==> src/rtl/sync_filter_bank.sv <==
// sync_filter_bank
//   Multi-channel synchroniser that brings quasi-static or slow control bits
//   into the sclk domain. Each channel has a STAGES-deep flop chain, an
//   optional stability filter (FILTER_LEN > 0), and rise/fall pulse outputs.
//
// Ports
//   sclk        destination clock, all state on posedge
//   srst_n      asynchronous active-low reset
//   data_in     asynchronous input bits, one per channel
//   data_out    synchronised (and filtered) level per channel
//   rise_pulse  one-cycle pulse on a data_out 0->1 transition
//   fall_pulse  one-cycle pulse on a data_out 1->0 transition
//   changed     OR of all rise/fall pulses
//
// Channels are independent; no coherency between bits is provided, so
// multi-bit buses must be gray-coded or qualified upstream.

module sync_filter_bank #(
    parameter int                   DATA_SIZE  = 3,
    parameter int                   STAGES     = 2,
    parameter int                   FILTER_LEN = 0,
    parameter logic [DATA_SIZE-1:0] RESET_VAL  = '0
) (
    input  logic                 sclk,
    input  logic                 srst_n,
    input  logic [DATA_SIZE-1:0] data_in,
    output logic [DATA_SIZE-1:0] data_out,
    output logic [DATA_SIZE-1:0] rise_pulse,
    output logic [DATA_SIZE-1:0] fall_pulse,
    output logic                 changed
);

    if (STAGES < 2) begin : g_bad_stages
        $error("sync_filter_bank: STAGES must be at least 2");
    end

    logic [DATA_SIZE-1:0] stage [STAGES];
    logic [DATA_SIZE-1:0] sync_q;
    logic [DATA_SIZE-1:0] data_out_d;

    always_ff @(posedge sclk or negedge srst_n) begin
        if (!srst_n) begin
            for (int k = 0; k < STAGES; k++) begin
                stage[k] <= RESET_VAL;
            end
        end else begin
            stage[0] <= data_in;
            for (int k = 1; k < STAGES; k++) begin
                stage[k] <= stage[k-1];
            end
        end
    end

    assign sync_q = stage[STAGES-1];

    generate
        if (FILTER_LEN == 0) begin : g_bypass
            assign data_out = sync_q;
        end else begin : g_filter
            localparam int              CNT_W    = $clog2(FILTER_LEN + 1);
            localparam logic [CNT_W-1:0] CNT_LAST = CNT_W'(FILTER_LEN - 1);

            logic [CNT_W-1:0]     cnt [DATA_SIZE];
            logic [DATA_SIZE-1:0] filt_q;

            // The counter runs only while sync_q disagrees with the filtered
            // level; any return to agreement restarts the hold from zero.
            always_ff @(posedge sclk or negedge srst_n) begin
                if (!srst_n) begin
                    filt_q <= RESET_VAL;
                    for (int i = 0; i < DATA_SIZE; i++) begin
                        cnt[i] <= '0;
                    end
                end else begin
                    for (int i = 0; i < DATA_SIZE; i++) begin
                        if (sync_q[i] == filt_q[i]) begin
                            cnt[i] <= '0;
                        end else if (cnt[i] == CNT_LAST) begin
                            filt_q[i] <= sync_q[i];
                            cnt[i]    <= '0;
                        end else begin
                            cnt[i] <= cnt[i] + CNT_W'(1);
                        end
                    end
                end
            end

            assign data_out = filt_q;
        end
    endgenerate

    // data_out_d resets to RESET_VAL so reset entry/exit never looks like an edge.
    always_ff @(posedge sclk or negedge srst_n) begin
        if (!srst_n) begin
            data_out_d <= RESET_VAL;
        end else begin
            data_out_d <= data_out;
        end
    end

    assign rise_pulse = data_out & ~data_out_d;
    assign fall_pulse = ~data_out & data_out_d;
    assign changed    = |(rise_pulse | fall_pulse);

endmodule

==> config.mk <==
export PLATFORM = sky130hd
export DESIGN_NAME = sync_filter_bank
export DESIGN_NICKNAME = d
export VERILOG_FILES = /design/src/rtl/sync_filter_bank.sv
export SDC_FILE = /design/constraint.sdc
export NUM_CORES = 1
export LEC_CHECK = 0
export ABC_AREA = 1
export BUFFER_PORTS_ARGS = -buffer_cell sky130_fd_sc_hd__buf_2
export CAP_MARGIN = 20
export CELL_PAD_IN_SITES_DETAIL_PLACEMENT = 0
export CELL_PAD_IN_SITES_GLOBAL_PLACEMENT = 2
export CORE_MARGIN = 10
export CORE_UTILIZATION = 23
export CTS_CLUSTER_SIZE = 10
export DETAILED_ROUTE_END_ITERATION = 12
export PLACE_DENSITY = 0.75
export SLEW_MARGIN = 10
export SYNTH_ARGS = -nofsm -noshare
export SYNTH_HDL_FRONTEND = slang
export SYNTH_SLANG_ARGS = --single-unit
==> constraint.sdc <==
create_clock -name sclk -period 0.85 [get_ports sclk]
set_input_delay 0.085 -clock sclk [delete_from_list [all_inputs] [get_ports sclk]]
set_output_delay 0.085 -clock sclk [all_outputs]
set_load 0.005 [all_outputs]
==> flow_summary.toml <==
[clock_tree]
clkSinkCount = 9
cts_max_level = 1
clock_path_buffers = 2
clk_pin_slew_ns = 0.06
cts_root_buf = "clkbuf_4"
cts_tree = "done"
cts_buffers = 3
clock_latency_ns = 0.25

[route]
remaining_drc_errors = 0
avgRoutedWirePerCell_um = 10.5
dr.pass1.iters = 2
routed_wl_um = 705
drt_iter0_drc = 2
vias_per_cell = 3.79
antenna_left = 0
num_vias = 254

[sta]
setup_slack_ns = -0.364
setup_viol = 10
hold_viol_final = 0
slew-limit-headroom = 0.870
max_freq_mhz = 824
finClkSkew_ns = 0.00171
post-route-min-period_ns = 1.21
rsz0062_at_grt = "true"
finalCritPeriodShare = 1.43
report.final.slew_viol_count = 0
worst_slew_pin_slew_ns = 0.195

[floorplanning]
rows = 14
num_io_pins = 15
die_area_sq_um = 3480
dieHeight_um = 59.0
die_x_um = 59.0
initial_utilization = 0.238
core_region_area_sq_um = 1470

[pwr]
powerDensity_nw_per_um2 = 1510
p_int_uw = 718
power.leakage_uw = 0.000313
ir_drop_mv = 0.757
clkPwrFrac = 0.343
swShare = 0.219
power_uw = 919
power_frac_seq = 0.505
pwr-share-comb = 0.152
power.switching_uw = 201

[setup_path]
critPathArrivalTime_ns = 1.13
crit_path_end_kind = "output port"
cp_max_fo = 2
crit_required_ns = 0.76
cp_top_family = "flip-flops"
worstSetupPathType = "reg2out"
crit_chain = "ha_4 > nand3_1 > buf_2"
crit_buf_inv = 1
cp-start-kind = "flop"
cp_slowest_stage_delay_ns = 0.41
cp_slowest_cell = "dfrtp_1"

[layout]
register_area_sq_um = 225
num-nets-final = 63
fin_area_sq_um = 607
final_layout_size_suffix_gt1_frac = 0.608
syn2layout_area_growth_pct = 73.2
diodes = 0
multiInputGateArea_sq_um = 118
fillCellCount = 142

[grt]
grt_antenna_before_repair = 0
gr-total-overflow = 0
grt_max_degree = 10
grt_pass1_vias = 277
grt_pass1_wl_mm = 1.12
grt_usage = 0.0419

[synth]
synth_flop_cell = "dfrtp_1"
ys_async_sr_fraction = 1.00
synth_enable_flop_cells = 0
synth_top_area_frac = 0.643
yosys.area.top_type = "dfrtp_1"
synthTopCellsByCount = "dfrtp_1, ha_1, inv_1"
synth.top_cells.by_area = "dfrtp_1, ha_1, buf_4"
synth-xor-area-share = 0
synth_seq_cells = 9
synth_cells = 25
synth_fa_ha_area_frac = 0.214
synth_area_per_cell_sq_um = 14.0
synthMuxAreaShare = 0
synth_warnings = 0
synth_compound_area_frac = 0
synth_cell_types = 5
synth_top_family_by_area = "adder cells"
syn_nets = 36
ys_seq_area_frac = 0.643
netlist_area_sq_um = 350
yosys.area_share.simple = 0.0143
yosysMostFrequentCell = "dfrtp_1"

[place]
dpl-instance-area_sq_um = 455
numPortBuffers = 14
gp_congestion = 0.604
dp_hpwl_um = 511
pre_cts_slack_ns = -0.0809

[run]
cap_viol_max_count = 0

[run_status]
outcome = "complete, but fails checks"
violations = "negative setup slack"

[min_path]
hold_class = "in2async"
[layer usage]
layer  up-vias  track usage  wire length, um
met2        11       0.0586              341
li1        121            -                -
met1       122       0.0393              247
met3         0       0.0365              116
met5         -            0                0
met4         0       0.0295                0
[cell type report]
cell class / instances / area share
Timing Repair Buffer: 25 / 0.322
Clock buffer: 4 / 0.0433
Inverter: 6 / 0.0371
Tap cell: 16 / 0.0330
Multi-Input combinational cell: 7 / 0.194
Sequential cell: 9 / 0.371
[timing repair]
action                     in CTS  in global routing
setup endpoints to repair      10                 10
hold endpoints to repair       12                  0
setup buffers                   1                  1
hold buffers                    4                  0
pin swaps                       3                  3
resized for setup               5                  9
[placed cells by master, fill, tap and decap left out]
cell | Yosys | final
ha_4 | 0 | 3
dlygate4sd3_1 | 0 | 4
clkbuf_4 | 0 | 3
buf_2 | 0 | 10
inv_2 | 0 | 4
nand3_1 | 1 | 1
ha_1 | 6 | 3
clkbuf_1 | 0 | 1
inv_1 | 6 | 2
buf_6 | 0 | 6
dfrtp_1 | 9 | 9
buf_4 | 3 | 5
[kinds of logic (layout without fill, tap and decap cells)]
group	count (synthesis)	in the layout
adder cells (fa/ha/maj)	6	6
AND/OR/NAND/NOR	1	1
buffers and inverters	9	35
flip-flops	9	9
[power groups by stage]
| stage | Sequential, uW | Clock [uW] | Combinational [uW] |
|---|---|---|---|
| final | 464 | 315 | 140 |
| after global routing | 465 | 366 | 159 |
| after CTS | 460 | 338 | 117 |
| after detailed placement | 468 | 0 | 91.3 |
| after floorplan | 468 | 0 | 35.9 |
| after global placement | 466 | 0 | 90.5 |
[flip-flops by register name, indices dropped and copies added, names as in the netlist]
| signal | count |
|---|---|
| stage | 3 |
| data_out | 3 |
| data_out_d | 3 |
[path summary, 6_finish.rpt]
check / cells past startpoint / slack, ns / to / startpoint
max reg2reg: 2 / 0.12 / data_out_d[2]$_DFF_PN0_ / data_out[2]$_DFF_PN0_
max in group asynchronous: 2 / 0.47 / data_out_d[1]$_DFF_PN0_ / srst_n
min reg2reg: 0 / 0.35 / data_out[0]$_DFF_PN0_ / stage[3]$_DFF_PN0_
min in group sclk: 0 / 0.35 / data_out[0]$_DFF_PN0_ / stage[3]$_DFF_PN0_
max: 3 / -0.36 / changed / data_out_d[0]$_DFF_PN0_
min: 2 / 0.21 / stage[3]$_DFF_PN0_ / srst_n
[metrics by stage]
stage	cells	hold WS [ns]	setup TNS, ns	util
after floorplan	25	-0.211	0	-
after global routing	67	0.234	-2.69	0.412
final	67	0.210	-2.24	0.412
after detailed placement	57	-0.0591	-0.180	0.310
after CTS	66	0.193	-2.38	0.371
after global placement	57	-0.0613	-0.158	0.310
No activity file was read; power rests on OpenSTA's default activity.
